## config.mk

```make
export PLATFORM = sky130hd
export DESIGN_NAME = led_flow_ctrl
export DESIGN_NICKNAME = d
export VERILOG_FILES = /design/src/rtl/led_flow_pkg.sv /design/src/rtl/led_flow_ctrl_key_debounce.sv /design/src/rtl/led_flow_ctrl.sv
export SDC_FILE = /design/constraint.sdc
export NUM_CORES = 1
export LEC_CHECK = 0
export BUFFER_PORTS_ARGS = -buffer_cell sky130_fd_sc_hd__buf_2
export CAP_MARGIN = 20
export CORE_AREA = 8 8 87 81
export DETAILED_ROUTE_END_ITERATION = 10
export DIE_AREA = 0 0 95 89
export PLACE_DENSITY = 0.71
export SETUP_SLACK_MARGIN = 0.5
export SYNTH_ARGS = -nofsm -noshare
export SYNTH_HDL_FRONTEND = slang
export SYNTH_SLANG_ARGS = --single-unit
```

## constraint.sdc

```tcl
create_clock -name sys_clk -period 5.61 [get_ports sys_clk]
set_clock_uncertainty 0.1 [all_clocks]
set_input_delay 1.122 -clock sys_clk [delete_from_list [all_inputs] [get_ports sys_clk]]
set_output_delay 1.122 -clock sys_clk [all_outputs]
set_load 0.02 [all_outputs]
```

## src/rtl/led_flow_pkg.sv

```systemverilog
// led_flow_pkg: shared types and helpers for the LED flow controller.
//   mode_e    : display mode, encoding matches the mode_o port
//   dir_e     : bounce direction
//   LED_W_DEF : default LED count
//   ms2cyc()  : milliseconds to clock cycles at a given clock frequency
package led_flow_pkg;

  typedef enum logic [1:0] {
    SHIFT_L = 2'd0,
    SHIFT_R = 2'd1,
    BOUNCE  = 2'd2,
    BLINK   = 2'd3
  } mode_e;

  typedef enum logic {
    DIR_L = 1'b0,
    DIR_R = 1'b1
  } dir_e;

  localparam int unsigned LED_W_DEF = 6;

  function automatic int unsigned ms2cyc(input int unsigned clk_hz, input int unsigned ms);
    return clk_hz / 1000 * ms;
  endfunction

endpackage

```

## src/rtl/led_flow_ctrl_key_debounce.sv

```systemverilog
// key_debounce: synchronizes an asynchronous active-low push-button, debounces it
// and emits a one-cycle pulse on each debounced press (1->0). Release and holding
// produce nothing.
// Ports:
//   sys_clk  in  clock, rising edge
//   sys_set  in  asynchronous active-high reset
//   key_n    in  raw button, active low, asynchronous
//   press    out one-cycle pulse per debounced press
module key_debounce
  import led_flow_pkg::*;
#(
  parameter int unsigned DEB_CYC = 540_000
) (
  input  logic sys_clk,
  input  logic sys_set,
  input  logic key_n,
  output logic press
);

  localparam int unsigned CW = (DEB_CYC > 1) ? $clog2(DEB_CYC) : 1;

  logic [1:0]    r_sync;
  logic          r_prev;
  logic          r_db;
  logic          r_db_d;
  logic [CW-1:0] r_cnt;

  // The counter only runs while the synchronized level is steady and differs from
  // the debounced level; any change of the raw sample restarts it.
  always_ff @(posedge sys_clk or posedge sys_set) begin
    if (sys_set) begin
      r_sync <= 2'b11;
      r_prev <= 1'b1;
      r_db   <= 1'b1;
      r_db_d <= 1'b1;
      r_cnt  <= '0;
    end else begin
      r_sync <= {r_sync[0], key_n};
      r_prev <= r_sync[1];
      r_db_d <= r_db;
      if ((r_sync[1] != r_prev) || (r_sync[1] == r_db)) begin
        r_cnt <= '0;
      end else if (r_cnt == CW'(DEB_CYC - 1)) begin
        r_db  <= r_sync[1];
        r_cnt <= '0;
      end else begin
        r_cnt <= r_cnt + 1'b1;
      end
    end
  end

  assign press = r_db_d & ~r_db;

endmodule

```

## src/rtl/led_flow_ctrl.sv

```systemverilog
// led_flow_ctrl: LED pattern generator for the board led bus feeding the analyzer.
// A prescaler produces a step tick; a debounced button cycles four display modes
// (SHIFT_L, SHIFT_R, BOUNCE, BLINK); the pattern advances once per tick.
// Ports:
//   sys_clk  in  clock, rising edge
//   sys_set  in  asynchronous active-high reset
//   key_n    in  mode button, active low, asynchronous
//   led      out LED drive, active low
//   step_o   out one-cycle pulse per pattern step (analyzer trigger)
//   mode_o   out current mode
// Build option: define LED_PWM_EN to add an 8-bit PWM dimmer (parameter DUTY/256).
module led_flow_ctrl
  import led_flow_pkg::*;
#(
  parameter int unsigned CLK_HZ  = 27_000_000,
  parameter int unsigned STEP_MS = 250,
  parameter int unsigned DEB_MS  = 20,
  parameter int unsigned LED_W   = LED_W_DEF
`ifdef LED_PWM_EN
  ,
  parameter int unsigned DUTY    = 64
`endif
) (
  input  logic             sys_clk,
  input  logic             sys_set,
  input  logic             key_n,
  output logic [LED_W-1:0] led,
  output logic             step_o,
  output logic [1:0]       mode_o
);

  localparam int unsigned STEP_CYC = ms2cyc(CLK_HZ, STEP_MS);
  localparam int unsigned DEB_CYC  = ms2cyc(CLK_HZ, DEB_MS);
  localparam int unsigned PW       = $clog2(STEP_CYC);

  mode_e            r_mode, w_mode_nxt;
  dir_e             r_dir, w_dir_nxt;
  logic [LED_W-1:0] r_pat, w_pat_nxt;
  logic [PW-1:0]    r_presc, w_presc_nxt;
  logic             r_step, w_step_nxt;
  logic             w_tick;
  logic             w_press;

  key_debounce #(
    .DEB_CYC(DEB_CYC)
  ) u_key (
    .sys_clk(sys_clk),
    .sys_set(sys_set),
    .key_n  (key_n),
    .press  (w_press)
  );

  assign w_tick = (r_presc == PW'(STEP_CYC - 1));

  always_ff @(posedge sys_clk or posedge sys_set) begin
    if (sys_set) begin
      r_mode  <= SHIFT_L;
      r_dir   <= DIR_L;
      r_pat   <= LED_W'(1);
      r_presc <= '0;
      r_step  <= 1'b0;
    end else begin
      r_mode  <= w_mode_nxt;
      r_dir   <= w_dir_nxt;
      r_pat   <= w_pat_nxt;
      r_presc <= w_presc_nxt;
      r_step  <= w_step_nxt;
    end
  end

  // A press takes priority over a coincident tick: the tick and its step_o pulse
  // are discarded and the new mode starts from a cleared prescaler.
  always_comb begin
    w_mode_nxt  = r_mode;
    w_dir_nxt   = r_dir;
    w_pat_nxt   = r_pat;
    w_presc_nxt = w_tick ? '0 : r_presc + 1'b1;
    w_step_nxt  = w_tick;
    if (w_press) begin
      w_presc_nxt = '0;
      w_step_nxt  = 1'b0;
      w_dir_nxt   = DIR_L;
      case (r_mode)
        SHIFT_L: w_mode_nxt = SHIFT_R;
        SHIFT_R: w_mode_nxt = BOUNCE;
        BOUNCE:  w_mode_nxt = BLINK;
        default: w_mode_nxt = SHIFT_L;
      endcase
      w_pat_nxt = (w_mode_nxt == BLINK) ? '1 : LED_W'(1);
    end else if (w_tick) begin
      case (r_mode)
        SHIFT_L: w_pat_nxt = {r_pat[LED_W-2:0], r_pat[LED_W-1]};
        SHIFT_R: w_pat_nxt = {r_pat[0], r_pat[LED_W-1:1]};
        BOUNCE: begin
          // Turn around on arrival at an end so that end LED is held for one step only.
          if (r_dir == DIR_L) begin
            w_pat_nxt = r_pat << 1;
            if (w_pat_nxt[LED_W-1]) w_dir_nxt = DIR_R;
          end else begin
            w_pat_nxt = r_pat >> 1;
            if (w_pat_nxt[0]) w_dir_nxt = DIR_L;
          end
        end
        default: w_pat_nxt = ~r_pat;
      endcase
    end
  end

  assign step_o = r_step;
  assign mode_o = r_mode;

`ifdef LED_PWM_EN
  logic [7:0] r_pwm;
  logic       w_pwm_on;

  always_ff @(posedge sys_clk or posedge sys_set) begin
    if (sys_set) r_pwm <= '0;
    else         r_pwm <= r_pwm + 8'd1;
  end

  assign w_pwm_on = (r_pwm < 8'(DUTY));
  assign led      = ~(r_pat & {LED_W{w_pwm_on}});
`else
  assign led = ~r_pat;
`endif

endmodule

```

* Word-level counts from Yosys, hierarchy flattened
Index checks and enable logic that the tools add are counted.
** Word-level totals
- Output and inout bits :: 9
- Register bits after elaboration :: 58
- Input port bits :: 3
- Logic and storage cells :: 47
** Cells by class
- Reduce and logical (&&, ||, !) cells :: 6
- Bitwise logic cells :: 4
- Mux-type cells :: 18
- Equality and inequality tests :: 7
- $add $sub $neg :: 2
** Operators by type and width (number)
- $mux 23 :: 2
- $mux 20 :: 2
- $mux 6 :: 4
- $add 23x1->23 const B :: 1
- $eq 23x23->1 const B :: 1
- $add 20x1->20 const B :: 1
- $eq 20x20->1 const B :: 1
- $pmux 6 s3 :: 1
- $mux 1 :: 7
- $not 6->6 :: 1
- $pmux 2 s3 :: 1
- $eq 2x2->1 const B :: 2
- $reduce_and 2->1 :: 2
- $reduce_bool 2->1 :: 2
- $eq 2x1->1 const B :: 1
- $logic_not 2->1 :: 1
- $mux 2 :: 1
- $not 1->1 :: 2
- $and 1x1->1 :: 1
- $eq 1x1->1 :: 1
- $logic_or 1x1->1 :: 1
- $ne 1x1->1 :: 1

* Logic depth before layout (Yosys ltp)
Gate-level depths: netlist of run 1.
- Word-level depth :: 6
- Depth in mapped cells :: 8
- Depth with buffers taken out :: 6

* Hierarchy
A second synthesis of run 1 with hierarchy kept.
** Unflattened totals
- Cells, all modules :: 314
- Area total of the unflattened synthesis :: 3084.2 um2
** By module, submodules not included
- led_flow_ctrl :: sequential area each 827.0 um2, area each 1861.8 um2, cells an instance 194, times used 1
- key_debounce :: sequential area each 631.9 um2, area each 1222.4 um2, cells an instance 120, times used 1

* Least setup slack after synthesis of run 1
Ideal clock, no wire load.
- Path type :: flip-flop to flip-flop
- From :: register r_presc[0]
- To :: register r_pat[1]
- Stages on the path, launching flop included :: 8
- Data arrival time :: 1.705 ns
- Buffers on the path :: 1
- Setup slack :: 3.731 ns
- Setup time :: 0.074 ns
- Period minus slack after synthesis :: 1.879 ns
- Required time :: 5.436 ns
- Cells stage by stage :: dfrtp_1 -> ha_1 -> and4_1 -> and4b_4 -> nand2_4 -> buf_6 -> o311a_1 -> o21ai_2
** On the way
- Cells in the longest elaborated chain, start to end :: 2
** Ends and longest elaborated chain
- start, declared :: RTL line led_flow_ctrl.sv:39 : logic [PW-1:0] r_presc, w_presc_nxt;
- start signal, assigned :: RTL line led_flow_ctrl.sv:66 : r_presc <= w_presc_nxt;
- $eq 23x23->1 :: RTL line led_flow_ctrl.sv:53 : assign w_tick = (r_presc == PW'(STEP_CYC - 1));
- $reduce_bool 2->1 (no line)
- end signal, assigned :: RTL line led_flow_ctrl.sv:65 : r_pat <= w_pat_nxt;
- end, declared :: RTL line led_flow_ctrl.sv:38 : logic [LED_W-1:0] r_pat, w_pat_nxt;
Every way passes these cells.
A chain may end at the register's enable or synchronous reset.

* Worst setup path after layout of run 1
- From :: register r_pat[0]
- To :: output port led[0]
** On the way
- Cells in the longest elaborated chain, start to end :: 1
** Ends and longest elaborated chain
- $not 6->6 :: RTL line led_flow_ctrl.sv:124 : assign led = ~r_pat;
- end, declared :: RTL line led_flow_ctrl.sv:27 : output logic [LED_W-1:0] led,
Every way passes these cells.

==> reports/summary.md, run 1 <==
Row generation in the floorplan step produced 26 rows. Before antenna repair, the detailed router went through 4 iterations. Once detailed placement completed, the half-perimeter wirelength came to 3535 µm. For this run, the number of Yosys warnings is 0. The number of sinks handled by clock tree synthesis was 58. The tools report the element type at the critical path start as a flop.

The run gives 53.22% as the initial cell density of the core. The floorplan core area was 5563 µm²; the die outline area was 8455 µm². The net count after synthesis was 311; the number of DRC markers after the initial detailed-route iteration was 123. The worst endpoint required time is 4390 ps. The number of setup buffers added after CTS is 0. The tools report the number of placed cells counting well taps as 374.

0 antenna diodes ended up in the layout. The initial antenna violation count is 0, and the sequential cell area fraction in the yosys report is 49.28%. In this run the tightest slew margin relative to its limit is 49.40%. The tools report the total met3 wirelength after detailed routing as 337 µm. STA puts the critical path data arrival time at 1100 ps. The via count of the first global-routing pass is 2056. Sorting the synthesized cells by area gives the leading types as dfrtp_1, nor2_1, xnor2_1.

After detailed routing, the wire length on met1 is 2422 µm. The tools report the number of endpoints with negative hold slack in the final report as 0. For the pin with the worst max-slew slack, the measured transition is 757.2 ps. The clock latency of the later-clocked register in the worst-skew pair came out at 340 ps. After clock tree synthesis, the clock-pin slew on the worst setup and hold paths is 60 ps.

The floorplan step set the die width to 95 µm. The run gives 390 as the count of non-filler cells in the finished layout. Setup repair after global routing left no endpoint under its margin. The root buffer cell chosen for the clock tree is clkbuf_8.

The smallest hold slack came out at 258.3 ps. The flow ran to the end, and the final reports show no timing, DRC or antenna violations. Signal routing reaches up to met4.

The logs give 0.8330 for the final weighted congestion in routability-driven placement and 1.349 nW for the static power due to leakage. In the routed layout, each cell is associated on average with a via count of 5.526. The total of cells resized after clock tree synthesis came out at 0. The maximum number of buffers from clock root to sink was 2. The layout cell share with drive strength beyond 1 was 13.44%; the final period utilization was 41.33%. During I/O placement, the number of pins put on the boundary was 12. The synthesis-to-finish area growth works out to 8.538%. The post-detailed-routing wire length was 5255 µm. The register bit count reported by yosys is 58, and the number of max-slew violations in the final report is 0. The net count of the finished layout is 324. The synthesized area divided by synthesized cell count was 9.802 µm²; the total of endpoints with negative setup slack in the final report was 0. The share of the synthesized area in the top cell type is 43.96%. Of all nets on the critical path, the largest fanout is 4. Number of buffers inserted for hold repair after clock tree synthesis: 0. Cells fill 57.76% of the core in the end. The total clock buffers created by CTS was 9. The post-detailed-route DRC marker count came out at 0. The number of antenna-violating nets in the routed design is 0, and the summed negative setup slack over all endpoints is 0 ps. The number of instances in the synthesized netlist is 302, and the average detailed-routed wire length per instance is 13.47 µm. Floorplan die height: 89 µm. The final critical path time including I/O delays and setup was 2319 ps; the CTS H-tree depth was 3.

The critical path is of the flop to output port type. The critical path capture point type was an output port. The power per standard cell area came out at 236.4 nW/µm². The cell type with the largest total area after synthesis was dfrtp_1. The via count of the routed design is 2155. Across the VDD grid, the largest voltage drop is 0.1716 mV.

The length of routed met2 wiring came out at 2417 µm. The global-route wire length before repair was 9183 µm. The total overflow left after global routing is 0. The logs give 0.7596 mW for the overall power consumption and 41 for the count of different cell masters after synthesis. The synthesized netlist occupies a cell area of 2960 µm². Class of the tightest hold or removal check: flop to flop. Global routing used 14.05% of the available tracks. Entering global routing, the biggest net connects 59 pins. TritonCTS built the clock tree. The count of port buffers added during placement came out at 11. The run gives 0 as the max capacitance violation total. The run gives 431.3 MHz as the highest clock rate.
## power by group
part / internal [mW] / switching, mW
Clock: 0.170 / 0.154
Combinational: 0.00218 / 0.0108
Sequential: 0.421 / 0.00148
Total: 0.594 / 0.166
## area by class of cell
cell class	count	area, µm²
fill	455	2350
clock buffer	13	148.9
sequential	58	1459
tap	70	87.58
inverter	16	60.06
timing repair buffer	12	62.56
clock inverter	3	15.01
multi-input combinational	218	1380
## layer usage
layer	global-route usage [%]	up-vias
met4	5.099	0
met2	22.03	58
met3	5.709	9
met1	17.03	1020
li1	-	1068
met5	0	-
## cell families after synthesis
| kind of cell | count (synthesis) | share of synthesized area, % |
|---|---|---|
| buf+inv | 26 | 4.100 |
| simple gates | 141 | 25.06 |
| flops | 58 | 49.28 |
| fa+ha+maj | 6 | 2.536 |
| xor+xnor | 39 | 11.54 |
| compound gates | 32 | 7.481 |
## cells in the mapped netlist
library cell  number
o21ai_0           14
a221o_1            1
inv_1             16
nand2_1           24
ha_1               6
nand2_4            1
nor2_2             2
a2111o_1           1
a221oi_1           1
a21oi_1            1
xor2_1            18
and4bb_2           1
or2_1              1
a22oi_1            4
o21ai_2            1
nor2_1            53
nand4_1           16
buf_6              2
clkbuf_1           3
nand4b_1           1
nor2b_1            1
buf_4              1
nor3b_1            2
dfstp_2            6
o211ai_1           2
buf_2              4
nand4_4            1
and4_1             4
nor4_1             6
or2_2              2
o31ai_1            1
dfrtp_1           52
nor4b_4            1
nor3_1             6
and4b_4            1
xnor2_1           21
and3_1             5
nand3_1           12
a21o_1             2
nor4b_2            1
o311a_1            4
## stage by stage
step | setup WS [ps] | instance area, µm²
after global routing | 3156 | 3213
final | 3291 | 3213
after detailed placement | 3269 | 3049
after global placement | 3392 | 3049
after floorplan | 2970 | 2960
after CTS | 3273 | 3213
## worst max-delay path, cell delays in order (launching register included)
cell,delay (ps)
dfstp_2,560
inv_1,50
buf_2,150
## sequential cells by signal, summed over array words and instances, names as in the netlist
| register | flops |
|---|---|
| r_presc | 23 |
| r_dir | 1 |
| u_key.r_db | 1 |
| step_o | 1 |
| u_key.r_cnt | 20 |
| u_key.r_db_d | 1 |
| u_key.r_sync | 2 |
| mode_o | 2 |
| u_key.r_prev | 1 |
| r_pat | 6 |
## final timing paths
| kind | from | to | slack [ps] | cells past startpoint |
|---|---|---|---|---|
| worst max-delay path | r_pat[0]$_DFFE_PP1P_ | led[0] | 3290 | 2 |
| worst min-delay path | u_key.r_sync[0]$_DFF_PP1_ | u_key.r_sync[1]$_DFF_PP1_ | 260 | 0 |
| worst max register to register | r_presc[0]$_DFF_PP0_ | r_presc[12]$_DFF_PP0_ | 3320 | 6 |
| worst min register to register | u_key.r_sync[0]$_DFF_PP1_ | u_key.r_sync[1]$_DFF_PP1_ | 260 | 0 |
| max in group asynchronous | sys_set | u_key.r_cnt[12]$_DFF_PP0_ | 4050 | 3 |
| min in group asynchronous | sys_set | r_pat[4]$_DFFE_PP0P_ | 890 | 3 |
## cell usage in the layout, fill, tap and decap left out, types with 2 or more instances in the layout
| cell | n |
|---|---|
| nor3b_1 | 2 |
| buf_2 | 11 |
| o311a_1 | 4 |
| nor3_1 | 6 |
| ha_1 | 6 |
| nand3_1 | 12 |
| nor2_1 | 53 |
| nor2_2 | 2 |
| inv_1 | 15 |
| clkbuf_1 | 3 |
| nor4_1 | 6 |
| clkbuf_8 | 10 |
| nand2_1 | 24 |
| o21ai_0 | 14 |
| dfrtp_1 | 52 |
| and4_1 | 4 |
| xor2_1 | 18 |
| a22oi_1 | 4 |
| dfstp_2 | 6 |
| clkinv_2 | 3 |
| xnor2_1 | 21 |
| nand4_1 | 16 |
| a21o_1 | 2 |
| o211ai_1 | 2 |
| and3_1 | 5 |
| or2_2 | 2 |
No activity file was read; power rests on OpenSTA's default activity.
==> run 2: changes to the inputs <==
==> constraint.sdc (replaced) <==
create_clock -name sys_clk -period 2.4 [get_ports sys_clk]
set_clock_uncertainty 0.1 [all_clocks]
set_input_delay 0.48 -clock sys_clk [delete_from_list [all_inputs] [get_ports sys_clk]]
set_output_delay 0.48 -clock sys_clk [all_outputs]
set_load 0.02 [all_outputs]
==> run 2 against run 1 <==
Against the previous run:
- cell area up 5.7%
- total power grew to 2.5 times the previous value
- critical endpoint is now r_pat[3]$_DFFE_PP0P_
- largest cell class unchanged
- core utilization grew 3.3 points
- via count grew 1.3%
- combinational power increased to 2.8 times the previous value
- critical path depth rose by 4
- global-route usage rose by 0.36 points
- sequential cell count unchanged
- die area did not move
- clock power grew to 2.7 times the previous value
==> reports/summary.md, run 2 (same netlist as run 1, synthesis figures left out) <==
The flow ran to the end, and the final reports show no timing, DRC or antenna violations. The summed negative setup slack over all endpoints was 0 ps (unchanged); the critical path buffer and inverter count was 0 (-2). The tools report the number of DRC markers after the initial detailed-route iteration as 125 (+1.6%). The number of sinks handled by clock tree synthesis was 58 (unchanged).

The overall power consumption is 1.913 mW (+150%), and the width of the die is 95 µm (unchanged). The final HPWL from detailed placement was 3629 µm (+2.7%); the highest clock rate was 537.8 MHz. The logs give 12 (unchanged) for the number of I/O pins and 0 (unchanged) for the count of antenna diodes in the layout.

The final period utilization is 77.48%, and the endpoint arrival time on the critical path is 2020 ps (+920 ps). The average detailed-routed wire length per instance came out at 14.16 µm (+5.1%). Critical path capture point type: a flop.

The transition time at the pin with the least slew margin is 709.2 ps (-48.00 ps), and the clock transition at the register clock pins on the worst setup and hold paths after CTS is 70 ps (about the same). The total of endpoints with negative setup slack in the final report was 0 (unchanged); the total global-route track usage was 14.41% (+0.36 points). TritonCTS built the clock tree.

The logs give 0 (unchanged) for the number of max-slew violations in the final report and 0 (unchanged) for the max capacitance violation total. The critical path goes through ha_4 -> and4_4 -> and4b_4 -> nand2_8 -> o311a_1 -> o21ai_1. The floorplan core area is 5563 µm² (unchanged), and the clock latency of the later-clocked register in the worst-skew pair is 340 ps (about the same). The tools report the endpoint of the lowest-slack register-to-register path as r_pat[3]$_DFFE_PP0P_. Number of cell instances on the worst register-to-register path: 6 (unchanged).

The worst slew margin relative to its limit is 52.62% (+3.2 points). The initial antenna violation count is 0 (unchanged). The class of the tightest hold or removal check is input pin to flop.

The hold path startpoint is key_n. The final net count is 332 (+2.5%). The maximum net fanout on the critical path works out to 13 (+9). For the finished layout, the period the worst path requires is 1859 ps. The root buffer cell chosen for the clock tree is clkbuf_8.

The tools report the total congestion overflow after global routing as 0 (unchanged). The number of vias per cell was 5.482 (-0.78%). The tools report the worst min-delay path endpoint as u_key.r_sync[0]$_DFF_PP1_.

The number of endpoints with negative hold slack in the final report came out at 0 (unchanged). Worst endpoint required time: 2560 ps (-1830 ps). In this design, the largest share of critical-path delay is due to simple AND/OR/NAND/NOR gates. The die outline area was 8455 µm² (unchanged).

The layout cell share with drive strength beyond 1 is 19.82% (+6.4 points), and the power per standard cell area is 563.4 nW/µm² (+140%). The delay contributed by the slowest stage of the critical path was 420 ps (-140 ps). Setup repair after global routing could not meet its margin everywhere. The via count of the first global-routing pass came out at 2172 (+5.6%).

The worst register-to-register path begins at r_presc[1]$_DFF_PP0_. The total clock buffers created by CTS came out at 9 (unchanged). The critical path in this run is classified as flop to flop.

The maximum number of pins on one net before global-route repair is 33 (-44%). For the post-detailed-route DRC marker count, the log shows 0 (unchanged). The initial cell density of the core was 53.22% (unchanged); the final weighted congestion in routability-driven placement was 0.8165 (-2.0%). Post-detailed-routing wire length: 5636 µm (+7.3%).

The static power due to leakage is 1.386 nW (+2.8%). The number of cells on the worst hold path works out to 1 (+1). The synthesis-to-finish area growth is 14.71%, and the largest vdd supply drop is 0.5144 mV (+200%). The floorplan die height is 89 µm (unchanged), and the row count is 26 (unchanged). The global-route wire length before repair was 9591 µm (+4.4%). The top cell types in the final layout, fill and taps aside, are nor2_1, dfrtp_1, nand2_1. The number of flip-flops under the largest register name came out at 23 (unchanged). The CTS H-tree depth came out at 3 (unchanged).

The count of port buffers added during placement was 11 (unchanged). Ranked by flip-flop count, first place goes to r_presc. The element type at the critical path start is a flop.

The largest registers in the layout are r_presc: 23 flops, u_key.r_cnt: 20 flops, r_pat: 6 flops. Total iterations of the first detailed-routing run: 4 (unchanged). The run gives 0 (unchanged) as the number of antenna-violating nets in the routed design.

The maximum number of buffers from clock root to sink was 2 (unchanged); the via count of the routed design was 2182 (+1.3%). The worst reg-to-reg setup slack is 540 ps (-2780 ps). The slowest stage of the critical path is the dfrtp_1 cell.
run 2: how the worst max path moves through the flow:
stage | startpoint | endpoint | cells past startpoint
floorplan | r_presc[0]$_DFF_PP0_ | r_pat[1]$_DFFE_PP0P_ | 7
global placement | r_presc[0]$_DFF_PP0_ | r_pat[2]$_DFFE_PP0P_ | 6
detailed placement | r_presc[0]$_DFF_PP0_ | r_pat[3]$_DFFE_PP0P_ | 6
CTS | r_presc[1]$_DFF_PP0_ | r_pat[4]$_DFFE_PP0P_ | 6
global route | u_key.r_cnt[0]$_DFF_PP0_ | u_key.r_cnt[16]$_DFF_PP0_ | 6
finish | r_presc[1]$_DFF_PP0_ | r_pat[3]$_DFFE_PP0P_ | 6
run 2: area by class of cell:
class / count / area, µm²
Sequential cell: 58 / 1459
Clock inverter: 5 / 55.05
Timing Repair Buffer: 20 / 138.9
Clock buffer: 11 / 141.4
Multi-Input combinational cell: 218 / 1450
Fill cell: 470 / 2167
Tap cell: 70 / 87.58
Inverter: 16 / 63.81
run 2: metal layers:
metal / vias up / track usage, % / routed length [µm]
met5: - / 0 / 0
met4: 0 / 6.657 / 52
met3: 7 / 4.618 / 232
met2: 42 / 23.80 / 2728
met1: 1052 / 16.73 / 2623
li1: 1081 / - / -
run 2: worst reg2reg max path, stage by stage (launching register included):
cell     delay (ps)
dfrtp_1         420
ha_4            170
and4_4          240
and4b_4         290
nand2_8          90
o311a_1         360
o21ai_1         130
run 2: repair_timing:
item                       4_1_cts  5_1_grt
gates cloned                     0        0
buffers inserted                 2        4
hold buffers                     0        0
gates resized for setup          6       13
setup endpoints to repair       40       28
hold endpoints to repair         0        0
pin swaps                        0        3
run 2: per-stage QoR:
step,worst slack (ps),instance area [µm²],util [%],std cells,hold WS (ps)
floorplan,520.5,2964,-,302,245.2
global placement,500.5,3080,55.38,376,245.9
detailed placement,385.5,3080,55.38,376,249.5
CTS,531.9,3312,59.54,394,112.1
global route,480.1,3396,61.04,398,111.9
finish,540.6,3396,61.04,398,133.6
run 2: power by group:
group,leakage [nW],internal [mW],total [mW],switching [mW]
clock,0.0953,0.504,0.890,0.386
combinational,0.517,0.00916,0.0360,0.0268
sequential,0.774,0.984,0.987,0.00334
total,1.39,1.50,1.91,0.416
==> run 3: changes to the inputs <==
--- a/config.mk
+++ b/config.mk
@@ -10,7 +10,7 @@
 export CORE_AREA = 8 8 87 81
 export DETAILED_ROUTE_END_ITERATION = 10
 export DIE_AREA = 0 0 95 89
-export PLACE_DENSITY = 0.71
+export PLACE_DENSITY = 0.73
 export SETUP_SLACK_MARGIN = 0.5
 export SYNTH_ARGS = -nofsm -noshare
 export SYNTH_HDL_FRONTEND = slang
==> constraint.sdc (replaced) <==
create_clock -name sys_clk -period 1.6 [get_ports sys_clk]
set_clock_uncertainty 0.1 [all_clocks]
set_input_delay 0.32 -clock sys_clk [delete_from_list [all_inputs] [get_ports sys_clk]]
set_output_delay 0.32 -clock sys_clk [all_outputs]
set_load 0.02 [all_outputs]
==> run 3 against run 2 <==
Against the previous run:
- largest power group unchanged
- cell area rose by 23%
- non-clock buffer count up 67
- the flow now finishes with violations (negative setup slack)
- global-route usage rose by 2.7 points
==> reports/summary.md, run 3 (same netlist as run 1, synthesis figures left out) <==
The run gives 17.07% (+2.7 points) as the total global-route track usage. The element type at the critical path start was a flop. The CTS H-tree depth was 3 (unchanged). The number of flip-flops under the largest register name works out to 23 (unchanged).

The count of port buffers added during placement came out at 11 (unchanged). The floorplan die height was 89 µm (unchanged). Final period utilization: 113.4% (+36 points).

The commonest non-fill, non-tap cell in the layout was buf_4. The maximum net fanout on the critical path is 4 (-9), and the count of non-filler cells in the finished layout is 469 (+18%). For the total of endpoints with negative setup slack in the final report, the log shows 51 (+51). The critical path goes through ha_2 -> and4_4 -> and4b_4 -> buf_4 -> nand4_1 -> o311a_1 -> o21ai_1. The logs give 1980 ps (-40 ps) for the endpoint arrival time on the critical path and 53.22% (unchanged) for the initial cell density of the core.

The run gives 1770 ps (-790 ps) as the worst endpoint required time. On the critical path, the stage with the largest delay is an instance of dfrtp_1. The logs give 0 (unchanged) for the number of antenna-violating nets in the routed design and 426 (+13%) for the number of placed cells counting well taps. Setup repair after global routing could not meet its margin everywhere. The clock transition at the register clock pins on the worst setup and hold paths after CTS works out to 70 ps (about the same).

The tools report the number of DRC markers after the initial detailed-route iteration as 145 (+16%). The critical path in this run is classified as flop to flop. The tree is rooted in a clkbuf_8.

The run gives 42 (+27%) as the maximum number of pins on one net before global-route repair. TritonCTS built the clock tree. The post-detailed-routing wire length was 7358 µm (+31%). The synthesis-to-finish area growth is 41.34%, and the overall power consumption is 2.942 mW (+54%). The delay contributed by the slowest stage of the critical path was 350 ps (-70 ps); the largest vdd supply drop was 0.5444 mV (+5.8%). In the final layout, the registers with the most flip-flops are r_presc: 23 flops, u_key.r_cnt: 20 flops, r_pat: 6 flops. Total clock buffers created by CTS: 9 (unchanged).

The tools report the summed negative setup slack over all endpoints as -4279 ps (-4279 ps). The total congestion overflow after global routing is 0 (unchanged), and the via count of the first global-routing pass is 2467 (+14%). The final weighted congestion in routability-driven placement is 0.9003 (+10%), and the number of sinks handled by clock tree synthesis is 58 (unchanged). The run gives 11340 µm (+18%) as the global-route wire length before repair. The max capacitance violation total was 0 (unchanged); the maximum number of buffers from clock root to sink was 2 (unchanged). The utilization after layout came out at 75.21% (+14 points).

For the final net count, the log shows 403 (+21%). The logs give 12 (unchanged) for the number of I/O pins and 0 (unchanged) for the post-detailed-route DRC marker count. More flip-flops sit in one register than any other, and that register is r_presc.

The worst setup margin is -214.5 ps (-755.1 ps), and the power per standard cell area is 703.1 nW/µm² (+25%). The final critical path time including I/O delays and setup came out at 1815 ps (-44.93 ps). The tools report the total iterations of the first detailed-routing run as 6 (+2).

The smallest hold slack came out at 253.9 ps (+120.3 ps). The run gives 330 ps (about the same) as the clock latency of the later-clocked register in the worst-skew pair. For the die outline area, the log shows 8455 µm² (unchanged). The run finished, with violations left. The width of the die is 95 µm (unchanged), and the via count of the routed design is 2568 (+18%).

The checks that failed: negative setup slack. The worst reg-to-reg setup slack is -210 ps (-760 ps). Number of endpoints with negative hold slack in the final report: 0 (unchanged). The filler cell count is 327 (-30%), and the final HPWL from detailed placement is 4045 µm (+11%). The number of vias per cell came out at 5.475 (-0.13%). The min-delay analysis places its worst path in the category flop to flop. The count of antenna diodes in the layout came out at 0 (unchanged). Leaving out fill and tap cells, the most frequent cells in the layout are buf_4, dfrtp_1, nor2_1. The initial antenna violation count was 0 (unchanged). The critical path capture point type was a flop. Average detailed-routed wire length per instance: 15.69 µm (+11%). The layout cell share with drive strength beyond 1 is 41.35% (+22 points), and the row count is 26 (unchanged). The number of max-slew violations in the final report is 0 (unchanged), and the floorplan core area is 5563 µm² (unchanged). The transition time at the pin with the least slew margin is 440.4 ps (-268.7 ps), and the highest clock rate is 551.1 MHz (+2.5%). The worst slew margin relative to its limit was 70.64% (+18 points). Static power due to leakage: 1.838 nW (+33%).
run 3: final cells by class:
| class | count | area [µm²] | share of cell area (%) |
|---|---|---|---|
| Sequential cell | 58 | 1461 | 34.93 |
| Timing Repair Buffer | 87 | 749.5 | 17.91 |
| Multi-Input combinational cell | 222 | 1614 | 38.58 |
| Clock buffer | 12 | 155.1 | 3.708 |
| Clock inverter | 4 | 50.05 | 1.196 |
| Inverter | 16 | 66.31 | 1.585 |
| Tap cell | 70 | 87.58 | 2.093 |
run 3: worst paths after layout:
check,startpoint,end,cells past startpoint
min in group asynchronous,sys_set,r_presc[8]$_DFF_PP0_,4
max in group asynchronous,sys_set,r_pat[0]$_DFFE_PP1P_,4
min,u_key.r_sync[0]$_DFF_PP1_,u_key.r_sync[1]$_DFF_PP1_,0
min reg2reg,u_key.r_sync[0]$_DFF_PP1_,u_key.r_sync[1]$_DFF_PP1_,0
max reg2reg,r_presc[1]$_DFF_PP0_,r_pat[4]$_DFFE_PP0P_,7
max,r_presc[1]$_DFF_PP0_,r_pat[4]$_DFFE_PP0P_,7
run 3: repair_timing:
action                                  4_1_cts  5_1_grt
endpoints found under the setup margin       63       63
cloned                                        3        1
endpoints found under the hold margin        53        0
resized for setup                            57       27
hold buffers                                  2        0
pin swaps                                    22       13
buffers inserted                             15        6
run 3: layer usage:
| layer | share of wire, % | GRT usage, % |
|---|---|---|
| met3 | 4.6 | 3.275 |
| met2 | 50 | 28.60 |
| met4 | 2.5 | 7.507 |
| met5 | 0 | 0 |
| met1 | 43 | 21.01 |
run 3: where the power goes:
group          internal [mW]  switching (mW)
Clock                  0.802           0.580
Combinational         0.0279          0.0496
Sequential              1.48         0.00618
Total                   2.31           0.636
run 3: worst max-delay path, delay by kind of cell (launching register included):
kind,cells,cell delay (ps)
AO/OA/AOI/OAI,2,320
flip-flops,1,350
AND/OR/NAND/NOR,3,640
adder cells (fa/ha/maj),1,190
buffers and inverters,1,140
run 3: metrics by stage:
step / worst slack (ps) / area (µm²)
6_report: -214.5 / 4184
5_1_grt: -293.8 / 4184
4_1_cts: -140.0 / 4026
3_5_place_dp: -174.6 / 3493
3_3_place_gp: -150.9 / 3493
2_1_floorplan: -218.2 / 3020
